**src/rtl/router_switch_allocator_if.sv**
```systemverilog
// router_switch_allocator_if: request, grant and crossbar bundle
// shared by the input buffers, the switch allocator and the crossbar.
interface router_switch_allocator_if #(
  parameter int NUM_INPUTS   = 5,
  parameter int NUM_OUTPUTS  = 5,
  parameter int ROUTE_WIDTH  = 3,
  parameter int IN_SEL_WIDTH = $clog2(NUM_INPUTS)
);
  logic [NUM_INPUTS-1:0]                    req_valid;
  logic [NUM_INPUTS-1:0][ROUTE_WIDTH-1:0]   req_port;
  logic [NUM_INPUTS-1:0]                    req_tail;
  logic [NUM_INPUTS-1:0][NUM_OUTPUTS-1:0]   disable_turns;
  logic [NUM_OUTPUTS-1:0]                   credit_in;
  logic [NUM_INPUTS-1:0]                    grant;
  logic [NUM_OUTPUTS-1:0]                   send_out;
  logic [NUM_OUTPUTS-1:0][IN_SEL_WIDTH-1:0] xbar_sel;
  logic [NUM_OUTPUTS-1:0]                   out_locked;
  logic                                     err_credit_overflow;
  logic                                     err_turn;

  modport master (
    output req_valid,
    output req_port,
    output req_tail,
    output disable_turns,
    output credit_in,
    input  grant,
    input  send_out,
    input  xbar_sel,
    input  out_locked,
    input  err_credit_overflow,
    input  err_turn
  );

  modport slave (
    input  req_valid,
    input  req_port,
    input  req_tail,
    input  disable_turns,
    input  credit_in,
    output grant,
    output send_out,
    output xbar_sel,
    output out_locked,
    output err_credit_overflow,
    output err_turn
  );
endinterface

```
**src/rtl/router_switch_allocator.sv**
```systemverilog
// router_switch_allocator: per-output round-robin switch allocator
// with wormhole output locking and downstream credit tracking.
module router_switch_allocator #(
  parameter int NUM_INPUTS   = 5,
  parameter int NUM_OUTPUTS  = 5,
  parameter int CREDIT_DEPTH = 1,
  parameter int ROUTE_WIDTH  = 3,
  parameter int IN_SEL_WIDTH = $clog2(NUM_INPUTS),
  parameter int CREDIT_WIDTH = $clog2(CREDIT_DEPTH+1)
) (
  input logic                      clk_noc,
  input logic                      rst_n,
  router_switch_allocator_if.slave sw
);
  localparam logic ST_IDLE   = 1'b0;
  localparam logic ST_LOCKED = 1'b1;

  localparam logic [CREDIT_WIDTH-1:0] CRED_FULL =
    CREDIT_WIDTH'(CREDIT_DEPTH);
  localparam logic [IN_SEL_WIDTH-1:0] LAST_IN =
    IN_SEL_WIDTH'(NUM_INPUTS-1);

  logic [NUM_OUTPUTS-1:0] state_q, state_d;
  logic [NUM_OUTPUTS-1:0][IN_SEL_WIDTH-1:0] owner_q, owner_d;
  logic [NUM_OUTPUTS-1:0][IN_SEL_WIDTH-1:0] rr_ptr_q, rr_ptr_d;
  logic [NUM_OUTPUTS-1:0][CREDIT_WIDTH-1:0] credit_q, credit_d;
  logic [NUM_OUTPUTS-1:0] send_q, send_d;
  logic [NUM_OUTPUTS-1:0][IN_SEL_WIDTH-1:0] sel_q, sel_d;
  logic ovf_q, ovf_d;
  logic turn_q, turn_d;

  logic [NUM_OUTPUTS-1:0][NUM_INPUTS-1:0] elig;
  logic [NUM_OUTPUTS-1:0] win_vld;
  logic [NUM_OUTPUTS-1:0][IN_SEL_WIDTH-1:0] win_idx;
  logic [NUM_INPUTS-1:0] grant;
  int idx;

  // eligibility of every input for every output; reset gates all
  always_comb begin
    elig = '0;
    for (int o = 0; o < NUM_OUTPUTS; o++) begin
      for (int i = 0; i < NUM_INPUTS; i++) begin
        elig[o][i] = rst_n
          && sw.req_valid[i]
          && (sw.req_port[i] == ROUTE_WIDTH'(o))
          && !sw.disable_turns[i][o]
          && (credit_q[o] != '0)
          && ((state_q[o] == ST_IDLE)
              || (owner_q[o] == IN_SEL_WIDTH'(i)));
      end
    end
  end

  // round-robin pick: scan downward so the lowest offset wins last
  always_comb begin
    win_vld = '0;
    win_idx = '0;
    idx = 0;
    for (int o = 0; o < NUM_OUTPUTS; o++) begin
      for (int k = NUM_INPUTS - 1; k >= 0; k--) begin
        idx = int'(rr_ptr_q[o]) + k;
        if (idx >= NUM_INPUTS) idx = idx - NUM_INPUTS;
        if (elig[o][idx]) begin
          win_vld[o] = 1'b1;
          win_idx[o] = IN_SEL_WIDTH'(idx);
        end
      end
    end
  end

  // fold per-output winners into the per-input dequeue strobe
  always_comb begin
    grant = '0;
    for (int o = 0; o < NUM_OUTPUTS; o++) begin
      if (win_vld[o]) grant[win_idx[o]] = 1'b1;
    end
  end

  // lock, pointer, credit and error next-state
  always_comb begin
    state_d  = state_q;
    owner_d  = owner_q;
    rr_ptr_d = rr_ptr_q;
    credit_d = credit_q;
    ovf_d    = ovf_q;
    turn_d   = turn_q;
    send_d   = win_vld;
    sel_d    = win_idx;
    for (int o = 0; o < NUM_OUTPUTS; o++) begin
      if (win_vld[o]) begin
        if (state_q[o] == ST_IDLE) begin
          rr_ptr_d[o] = (win_idx[o] == LAST_IN)
            ? '0 : win_idx[o] + 1'b1;
        end
        state_d[o] = sw.req_tail[win_idx[o]]
          ? ST_IDLE : ST_LOCKED;
        owner_d[o] = win_idx[o];
      end
      unique case (1'b1)
        win_vld[o] && !sw.credit_in[o]:
          credit_d[o] = credit_q[o] - 1'b1;
        !win_vld[o] && sw.credit_in[o]: begin
          if (credit_q[o] == CRED_FULL) ovf_d = 1'b1;
          else credit_d[o] = credit_q[o] + 1'b1;
        end
        default: ;
      endcase
      for (int i = 0; i < NUM_INPUTS; i++) begin
        if (sw.req_valid[i]
            && (sw.req_port[i] == ROUTE_WIDTH'(o))
            && sw.disable_turns[i][o]) begin
          turn_d = 1'b1;
        end
      end
    end
  end

  // state registers; reset drops any held lock
  always_ff @(posedge clk_noc or negedge rst_n) begin
    if (!rst_n) begin
      state_q  <= '0;
      owner_q  <= '0;
      rr_ptr_q <= '0;
      credit_q <= {NUM_OUTPUTS{CRED_FULL}};
      send_q   <= '0;
      sel_q    <= '0;
      ovf_q    <= 1'b0;
      turn_q   <= 1'b0;
    end else begin
      state_q  <= state_d;
      owner_q  <= owner_d;
      rr_ptr_q <= rr_ptr_d;
      credit_q <= credit_d;
      send_q   <= send_d;
      sel_q    <= sel_d;
      ovf_q    <= ovf_d;
      turn_q   <= turn_d;
    end
  end

  assign sw.grant               = grant;
  assign sw.send_out            = send_q;
  assign sw.xbar_sel            = sel_q;
  assign sw.out_locked          = state_q;
  assign sw.err_credit_overflow = ovf_q;
  assign sw.err_turn            = turn_q;
endmodule

```
**src/flat_wrapper.sv**
```systemverilog
// flat-port wrapper written by rule: the top's interface ports become plain ports
module router_switch_allocator_flat 
#(
  parameter int NUM_INPUTS   = 5,
  parameter int NUM_OUTPUTS  = 5,
  parameter int CREDIT_DEPTH = 1,
  parameter int ROUTE_WIDTH  = 3,
  parameter int IN_SEL_WIDTH = $clog2(NUM_INPUTS),
  parameter int CREDIT_WIDTH = $clog2(CREDIT_DEPTH+1)
)
  (clk_noc, rst_n, sw_req_valid, sw_req_port, sw_req_tail, sw_disable_turns, sw_credit_in, sw_grant, sw_send_out, sw_xbar_sel, sw_out_locked, sw_err_credit_overflow, sw_err_turn);
  router_switch_allocator_if #(.NUM_INPUTS(NUM_INPUTS), .NUM_OUTPUTS(NUM_OUTPUTS), .ROUTE_WIDTH(ROUTE_WIDTH), .IN_SEL_WIDTH(IN_SEL_WIDTH)) sw_i ();
  input logic clk_noc;
  input logic rst_n;
  input wire logic [$bits(sw_i.req_valid)-1:0] sw_req_valid;
  input wire logic [$bits(sw_i.req_port)-1:0] sw_req_port;
  input wire logic [$bits(sw_i.req_tail)-1:0] sw_req_tail;
  input wire logic [$bits(sw_i.disable_turns)-1:0] sw_disable_turns;
  input wire logic [$bits(sw_i.credit_in)-1:0] sw_credit_in;
  output wire logic [$bits(sw_i.grant)-1:0] sw_grant;
  output wire logic [$bits(sw_i.send_out)-1:0] sw_send_out;
  output wire logic [$bits(sw_i.xbar_sel)-1:0] sw_xbar_sel;
  output wire logic [$bits(sw_i.out_locked)-1:0] sw_out_locked;
  output wire logic [$bits(sw_i.err_credit_overflow)-1:0] sw_err_credit_overflow;
  output wire logic [$bits(sw_i.err_turn)-1:0] sw_err_turn;
  assign sw_i.req_valid = sw_req_valid;
  assign sw_i.req_port = sw_req_port;
  assign sw_i.req_tail = sw_req_tail;
  assign sw_i.disable_turns = sw_disable_turns;
  assign sw_i.credit_in = sw_credit_in;
  assign sw_grant = sw_i.grant;
  assign sw_send_out = sw_i.send_out;
  assign sw_xbar_sel = sw_i.xbar_sel;
  assign sw_out_locked = sw_i.out_locked;
  assign sw_err_credit_overflow = sw_i.err_credit_overflow;
  assign sw_err_turn = sw_i.err_turn;
  router_switch_allocator #(.NUM_INPUTS(NUM_INPUTS), .NUM_OUTPUTS(NUM_OUTPUTS), .CREDIT_DEPTH(CREDIT_DEPTH), .ROUTE_WIDTH(ROUTE_WIDTH), .IN_SEL_WIDTH(IN_SEL_WIDTH), .CREDIT_WIDTH(CREDIT_WIDTH)) u_core (.clk_noc(clk_noc), .rst_n(rst_n), .sw(sw_i));
endmodule
```
**config.mk**
```make
export PLATFORM = sky130hd
export DESIGN_NAME = router_switch_allocator_flat
export DESIGN_NICKNAME = d
export VERILOG_FILES = /design/src/rtl/router_switch_allocator_if.sv /design/src/rtl/router_switch_allocator.sv /design/src/flat_wrapper.sv
export SDC_FILE = /design/constraint.sdc
export NUM_CORES = 1
export LEC_CHECK = 0
export CAP_MARGIN = 0
export CORE_MARGIN = 2
export CORE_UTILIZATION = 65
export CTS_CLUSTER_SIZE = 12
export DETAILED_ROUTE_END_ITERATION = 12
export PLACE_DENSITY = 0.89
export REMOVE_ABC_BUFFERS = 1
export SYNTH_ARGS = -nofsm -noshare
export SYNTH_HDL_FRONTEND = slang
export SYNTH_SLANG_ARGS = --single-unit
```
**constraint.sdc**
```tcl
create_clock -name clk_noc -period 7.3 [get_ports clk_noc]
set_input_delay 1.46 -clock clk_noc [delete_from_list [all_inputs] [get_ports clk_noc]]
set_output_delay 1.46 -clock clk_noc [all_outputs]
set_load 0.05 [all_outputs]
```
Yosys cells after proc, flatten, opt, wreduce, memory -nomap -nowiden. Cells that the tools add are included.

Flip-flop bits (word level): 62. Latch bits: 0. RAM bits: 0. Memory bits (read-only): 0. Input port bits: 57. Output and inout port bits: 32. Word-level logic and storage cells: 683. Memories kept: 0.

$add $sub $neg: 60. Multiply operators: 0. Divide/modulo/power cells: 0. $lt $le $gt $ge: 60. Equal/unequal tests: 45. Shift operators: 0. Multiplexer cells: 230. Bitwise operators: 9. Reductions and logical operators: 251.

Operators by type and width (count): $lt 32x5->1 const B (25); $mux 32 (25); $ge 32x4->1 const B (20); $sub 32x4->32 const B (20); $logic_and 1x1->1 (170); $mux 1 (130); $bmux 1 s3 (30); $mux 3 (30); $eq 3x2->1 const B (20); $eq 3x3->1 const B (15); $add 3x2->4 const B (10); $logic_not 1->1 (35); $eq 3x1->1 const B (10); $logic_not 3->1 (10); $logic_or 1x1->1 (25); $mux 5 (5); $reduce_bool 25->1 (1); $add 3x1->4 const B (5); $add 3x3->4 const B (5); $lt 3x4->1 const B (5); $or 5x5->5 (4); $sub 3x3->4 const B (5); $add 3x1->3 const B (5); $demux 1 s3 (5); 8 further kinds (40).

Longest topological paths before layout. Gate-level depths: netlist of run 1.

Depth in word-level cells: 28. Mapped depth: 21. Depth with buffers taken out: 19.

Worst setup path before layout of run 1. OpenSTA, ideal clock, no wires.

Path kind: input port to output port. Start point: input port sw_req_port[7]. End point: output port sw_grant[2]. Data arrival time: 4.578 ns. Data required time: 5.840 ns. Setup slack: 1.262 ns. Stages: 9. Buffers on the path: 0. Cells stage by stage: or4b_4 > a211oi_4 > a21bo_1 > a21oi_1 > o21ai_1 > or4_1 > a221oi_2 > inv_1 > o221ai_1.

RTL lines: start, declared (RTL line flat_wrapper.sv:16) `input wire logic [$bits(sw_i.req_port)-1:0] sw_req_port;`; end, declared (RTL line flat_wrapper.sv:20) `output wire logic [$bits(sw_i.grant)-1:0] sw_grant;`.

Worst setup path after layout of run 1.
Start point: input port sw_req_port[4]. End point: output port sw_grant[2].

Word-level cells in the longest chain between the ends: 26. Elaborated cells between the ends (all ways): 184. Classes of those cells: 10 x order compare; 4 x eq/ne; 140 x mux; 4 x bitwise; 26 x reduce/logical.

Ends and longest elaborated chain: $logic_not 3->1 (RTL line router_switch_allocator.sv:45) `&& (sw.req_port[i] == ROUTE_WIDTH'(o))`; $logic_and 1x1->1 (RTL line router_switch_allocator.sv:45); $logic_and 1x1->1 (RTL line router_switch_allocator.sv:46) `&& !sw.disable_turns[i][o]`; $logic_and 1x1->1 (RTL line router_switch_allocator.sv:47) `&& (credit_q[o] != '0)`; $logic_and 1x1->1 (RTL line router_switch_allocator.sv:48) `&& ((state_q[o] == ST_IDLE)`; $bmux 1 s3 (RTL line router_switch_allocator.sv:63) `if (elig[o][idx]) begin`; $mux 1 (not written as such) (2 in a row) (RTL line router_switch_allocator.sv:63); $mux 3 (5 in a row) (RTL line router_switch_allocator.sv:63); (+5 left out); $or 5x5->5 (no line); $mux 5 (RTL line router_switch_allocator.sv:75) `if (win_vld[o]) grant[win_idx[o]] = 1'b1;`; $or 5x5->5 (no line); $mux 5 (RTL line router_switch_allocator.sv:75); $or 5x5->5 (no line); $mux 5 (RTL line router_switch_allocator.sv:75); $or 5x5->5 (no line); $mux 5 (*) (RTL line router_switch_allocator.sv:75).

Mark *: on every way between the ends. The rest lies on a longest branch, timed or not. The select of a mux whose other input is x is not followed.

==> run summary, run 1 <==
Synth Warn #: 0
Final Worst Setup Slack: 0.346 ns
Primary FF master, synth: dfrtp_1
Syn Area/Cell: 7.93 sq um
ys async rst share: 100%
Root Buffer Master: clkbuf_16
Die Area: 15000 sq um
cell row count: 43
Hold-fix buffers, CTS: 0
RD Place Congestion: 1.07
Tightest Hold Check Type: reg -> reg
PortBufs: 88
Worst R2R Setup Slack: 2.64 ns
Crit path depth: 12
maxcap violations: 0
Die H: 122 um
Setup Skew: 0.00465 ns
CTS clk-pin slew, worst paths: 0.05 ns
most common library cell in the layout ignoring fill and taps: nand2_1
CTS Sinks: 62
outcome: complete, no violations
synthesized area: 9120 sq um
post-DR wirelength/cell: 20.5 um
CP required: 5.84 ns
Hold Crit Depth: 2
leakage dissipation: 4.38 nW
met2 wire length: 12900 um
WP buf/inv: 3
Longest Clk Path Bufs: 2
RSZ-0062 raised after global routing: false
max layer used: met4
CP Cell Sequence: clkdlybuf4s50_1, nand4bb_1, a2111oi_4, mux2i_1, o22ai_1, mux2_2, a21oi_1, or2_2, inv_1, a221oi_1, o221ai_1, buf_4
DRT Pass-1 Iters: 10
crit path DAT: 5.49 ns
initial antenna violation count: 0
Critical Path End: sw_grant[2]
final worst path period share: 95.3%
Die X: 122 um
layout cells sized above 1: 9.96%
type of origin of the critical path: input pin
CTS tree: built
postcts setup bufs: 0
Post-DRT Antenna Nets: 0
pre-CTS setup slack: 0.507 ns
achievable clock frequency: 144 MHz
CTS resizes: 0
H-tree depth: 3
total gr overflow: 0
setup_tns: 0 ns
ANT cells: 0
register area share after synthesis: 17.1%
drt via density: 7.15
Post-synth EDFFs: 0
total number of vias: 10123
FF+latch count, synth: 62
worst hold slack: 0.540 ns
CP startpoint: sw_req_port[4]
FF-to-FF path depth: 15
DR WL met3: 3410 um
Slew Viols, Final: 0
FF-to-FF End: u_core.rr_ptr_q[8]$_DFFE_PN0P_
min Tclk post-route: 6.95 ns
Starting Density: 66.2%
final wirelength: 29100 um
VDD IR max: 0.000714 V
first-pass GRT wire length: 45900 um
detailed-route DRC error count: 0
worst-margin pin slew: 0.836 ns
Critical-path top delay cell: a2111oi_4
Clk Latency, worst-skew pair: 0.34 ns
P&R area growth vs syn: 15.5%
most frequent cells in the layout: 87 x nand2_1, 83 x clkdlybuf4s50_1, 82 x nor2_1, 68 x a21oi_1, 68 x mux2i_1
Inserted Clock Buffers: 9
worst r2r src: u_core.rr_ptr_q[7]$_DFFE_PN0P_
hpwl dp: 22000 um
Mapped Cells: 1150
Top-Level Pins: 89
# nets final: 1356
crit end category: primary output
vias in the first global route: 9226
largest net degree at the start of global routing: 35
Netlist cell types: 92
DR iter-0 viols: 1430
Final setup viols: 0
Power Density: 550 nW/um^2
CP max FO: 7
met1 WL: 11300 um
Worst path max stage delay: 0.61 ns
critical path type: in -> out
final hold vios: 0
delay-heaviest family, CP: compound AO/OA/AOI/OAI gates
CORE AREA: 13800 sq um
slew margin rel.: 43.9%
Total GRT Usage: 38.5%
## report_power, final
| part | total, mW | internal (mW) | switching, mW |
|---|---|---|---|
| logic | 4.60 | 1.74 | 2.86 |
| clock network | 0.442 | 0.282 | 0.159 |
| registers | 0.758 | 0.497 | 0.261 |
## registers in the layout, indices dropped and copies added (netlist names)
| signal | flops |
|---|---|
| u_core.credit_q | 5 |
| u_core.sw.out_locked | 5 |
| u_core.rr_ptr_q | 15 |
| u_core.sw.send_out | 5 |
| u_core.sw.err_turn | 1 |
| u_core.sw.xbar_sel | 15 |
| u_core.owner_q | 15 |
| u_core.sw.err_credit_overflow | 1 |
## cells by family (layout without fill, tap and decap cells)
logic type	Yosys count	after routing	share of synthesized area, %
compound gates	356	356	28.6
xor+xnor	24	24	2.30
fa+ha+maj	69	69	9.88
buf+inv	101	186	4.33
flops	62	62	17.1
mux	85	85	9.68
simple gates	453	453	28.2
## per-stage QoR
stage / instance area (sq um) / power [mW] / cells / utilization (%)
floorplan: 8950 / 3.99 / 1107 / -
global placement: 10200 / 5.07 / 1399 / 74.3
detailed placement: 10200 / 5.18 / 1399 / 74.3
CTS: 10500 / 5.66 / 1415 / 76.5
global route: 10500 / 6.20 / 1415 / 76.5
finish: 10500 / 5.80 / 1415 / 76.5
## worst min-delay path by stage
stage,start,end
floorplan,u_core.credit_q[0]$_DFFE_PN1P_,u_core.credit_q[0]$_DFFE_PN1P_
global placement,u_core.owner_q[5]$_DFFE_PN0N_,u_core.owner_q[5]$_DFFE_PN0N_
detailed placement,u_core.sw.err_credit_overflow$_DFF_PN0_,u_core.sw.err_credit_overflow$_DFF_PN0_
CTS,u_core.sw.err_credit_overflow$_DFF_PN0_,u_core.sw.err_credit_overflow$_DFF_PN0_
global route,u_core.sw.err_credit_overflow$_DFF_PN0_,u_core.sw.err_credit_overflow$_DFF_PN0_
finish,u_core.sw.err_credit_overflow$_DFF_PN0_,u_core.sw.err_credit_overflow$_DFF_PN0_
## synth_stat cells (all sizes together), types with 17 or more instances
library cell | number | share of area [%]
a211oi | 23 | 2.2
a21o | 22 | 1.8
a21oi | 70 | 3.9
a31oi | 17 | 1.3
clkbuf | 33 | 1.4
dfrtp | 57 | 16
ha | 64 | 8.8
inv | 54 | 2.2
mux2i | 68 | 7.5
nand2 | 87 | 3.6
nand2b | 31 | 2.1
nand3 | 41 | 2.2
nand3b | 23 | 1.9
nor2 | 82 | 3.4
nor2b | 19 | 1.3
nor3 | 29 | 1.6
o21ai | 63 | 3.5
o22ai | 19 | 1.3
or3b | 23 | 2.2
xnor2 | 20 | 1.9
## final cells by class
class                           instances  area [sq um]
Fill cell                            1001          3230
Clock buffer                           13           260
Tap cell                              180           225
Inverter                               58           223
Timing Repair Buffer                  112          1060
Sequential cell                        62          1560
Clock inverter                          3          42.5
Multi-Input combinational cell        987          7170
## routing by layer
| metal | vias to the layer above | GRT usage [%] |
|---|---|---|
| met5 | - | 0 |
| li1 | 4520 | - |
| met2 | 707 | 59.4 |
| met3 | 144 | 8.78 |
| met1 | 4752 | 51.2 |
| met4 | 0 | 18.1 |
## tightest hold or removal path: stages (launching register included)
cell and delay [ns]:
dfrtp_1 0.37, a21oi_1 0.06, nand3_1 0.08
(Power assumes the default switching activity.)
==> run 2, diff against run 1 <==
Settings changed: SETUP_SLACK_MARGIN set to 0.4.
==> run 2 against run 1 <==
Setup slack improved by 0.13 ns. Die area unchanged. Largest cell class unchanged. Clock-buffer cell count unchanged. Fmax increased by 1.9%. Critical path depth increased by 1. Cell count increased by 0.42%. Clock power about the same. Combinational power increased by 0.9%. Routed wire length increased by 1.4%.
==> run summary, run 2 (synthesis results as in run 1) <==
CTS clk-pin slew, worst paths: 0.05 ns
design area: 10700 sq um
most frequent cells in the layout: 87 x nand2_1, 82 x nor2_1, 82 x clkdlybuf4s50_1, 68 x a21oi_1, 68 x mux2i_1
FF-to-FF End: u_core.rr_ptr_q[14]$_DFFE_PN0P_
final worst path period share: 93.4%
Crit path depth: 13
layout cells sized above 1: 11.0%
P&R area growth vs syn: 16.8%
Setup Skew: 0.00469 ns
worst-margin pin slew: 0.961 ns
critical path type: in -> out
CP startpoint: sw_req_port[13]
most common library cell in the layout ignoring fill and taps: nand2_1
outcome: complete, no violations
detailed-route DRC error count: 0
total gr overflow: 0
achievable clock frequency: 147 MHz
logic gate share of total power: 79.3%
post-DR wirelength/cell: 20.8 um
CTS tree: built
min Tclk post-route: 6.82 ns
PortBufs: 88
worst r2r src: u_core.rr_ptr_q[12]$_DFFE_PN0P_
Hold Crit Depth: 2
Internal Power: 2.53 mW
CORE AREA: 13800 sq um
crit path DAT: 5.36 ns
ANT cells: 0
first-pass GRT wire length: 45900 um
DRT Pass-1 Iters: 6
WP buf/inv: 4
Longest Clk Path Bufs: 2
clock share of power: 7.6%
CTS Sinks: 62
total power: 5.84 mW
# nets final: 1362
Critical-path top delay cell: or4b_1
final hold vios: 0
Tightest Hold Check Type: reg -> reg
cell row count: 43
Final setup viols: 0
CP required: 5.84 ns
CP max FO: 9
RSZ-0062 raised after global routing: true
Post-DRT Antenna Nets: 0
hpwl dp: 22000 um
VDD IR max: 0.000710 V
Worst path max stage delay: 0.64 ns
H-tree depth: 3
type of origin of the critical path: input pin
Root Buffer Master: clkbuf_16
Clk Latency, worst-skew pair: 0.34 ns
RD Place Congestion: 1.07
DR iter-0 viols: 1505
leakage dissipation: 4.45 nW
final wirelength: 29500 um
total number of vias: 10162
Inserted Clock Buffers: 9
slew margin rel.: 35.5%
Die X: 122 um
maxcap violations: 0
Die H: 122 um
drt via density: 7.15
hold path startpoint: u_core.sw.err_credit_overflow$_DFF_PN0_
crit end category: primary output
sw frac: 56.7%
delay-heaviest family, CP: simple AND/OR/NAND/NOR gates
Hold-fix buffers, CTS: 0
CP Cell Sequence: clkdlybuf4s50_1, or4b_1, a211oi_4, inv_2, or3_1, a21oi_2, or4_1, a211oi_2, o31ai_4, clkinv_4, or4_1, o211ai_1, buf_12
largest net degree at the start of global routing: 35
Slew Viols, Final: 0
setup_tns: 0 ns
vias in the first global route: 9226
crit-path most repeated cell: or4_1
Worst R2R Setup Slack: 2.58 ns
Starting Density: 66.2%
initial antenna violation count: 0
Total GRT Usage: 38.5%
P_sw: 3.31 mW
Flop pwr share: 13.1%
Power Density: 548 nW/um^2
placed cell areas: 10200 sq um
Top-Level Pins: 89
FF-to-FF path depth: 15
Die Area: 15000 sq um
Hold Crit Endpoint: u_core.sw.err_credit_overflow$_DFF_PN0_
[run 2: stage by stage]
step	util (%)	instances	setup WS (ns)	hold WS [ns]
after global placement	74.3	1399	0.599	0.523
after global routing	77.4	1421	0.351	0.553
after floorplan	-	1107	1.26	0.488
after CTS	76.5	1415	0.491	0.541
after detailed placement	74.3	1399	0.507	0.528
final	77.4	1421	0.478	0.540
[run 2: power groups by stage]
| stage | Clock, mW | Sequential [mW] | Combinational, mW |
|---|---|---|---|
| finish | 0.443 | 0.764 | 4.64 |
| global route | 0.454 | 0.779 | 5.01 |
| CTS | 0.440 | 0.743 | 4.48 |
| detailed placement | 0 | 0.747 | 4.43 |
| global placement | 0 | 0.740 | 4.33 |
| floorplan | 0 | 0.849 | 3.15 |
[run 2: layer usage]
layer | routed length (um) | up-vias | share of wire (%) | track usage, %
met2 | 13100 | 719 | 44 | 59.4
li1 | - | 4534 | - | -
met5 | 0 | - | 0 | 0
met1 | 11500 | 4761 | 39 | 51.2
met3 | 3480 | 148 | 12 | 8.78
met4 | 1460 | 0 | 5.0 | 18.1
[run 2: how the worst max path moves through the flow]
| stage | to | slack [ns] |
|---|---|---|
| 2_1_floorplan | sw_grant[2] | 1.26 |
| 5_1_grt | sw_grant[0] | 0.35 |
| 6_report | sw_grant[0] | 0.48 |
| 3_5_place_dp | sw_grant[4] | 0.51 |
| 4_1_cts | sw_grant[4] | 0.49 |
| 3_3_place_gp | sw_grant[0] | 0.60 |
[run 2: final cells by class]
type,count,area [sq um]
tap,180,225
clock buffer,13,260
clock inverter,3,42.5
inverter,58,223
multi-input combinational,987,7230
sequential,62,1560
timing repair buffer,118,1120
fill,976,3110
[run 2: worst reg2reg max path: cells and delay by family (launching register included)]
| family | cells | cell delay, ns |
|---|---|---|
| buffers and inverters | 3 | 0.69 |
| muxes | 3 | 0.90 |
| adders and majority gates | 3 | 0.94 |
| and+or+nand+nor | 2 | 0.19 |
| DFF | 1 | 0.32 |
| AOI/OAI and AO/OA | 4 | 1.61 |
[run 2: what timing repair did]
item | CTS | global route
endpoints found under the hold margin | 0 | 0
setup endpoints to repair | 0 | 4
buffers inserted | 0 | 6
resized for setup | 0 | 12
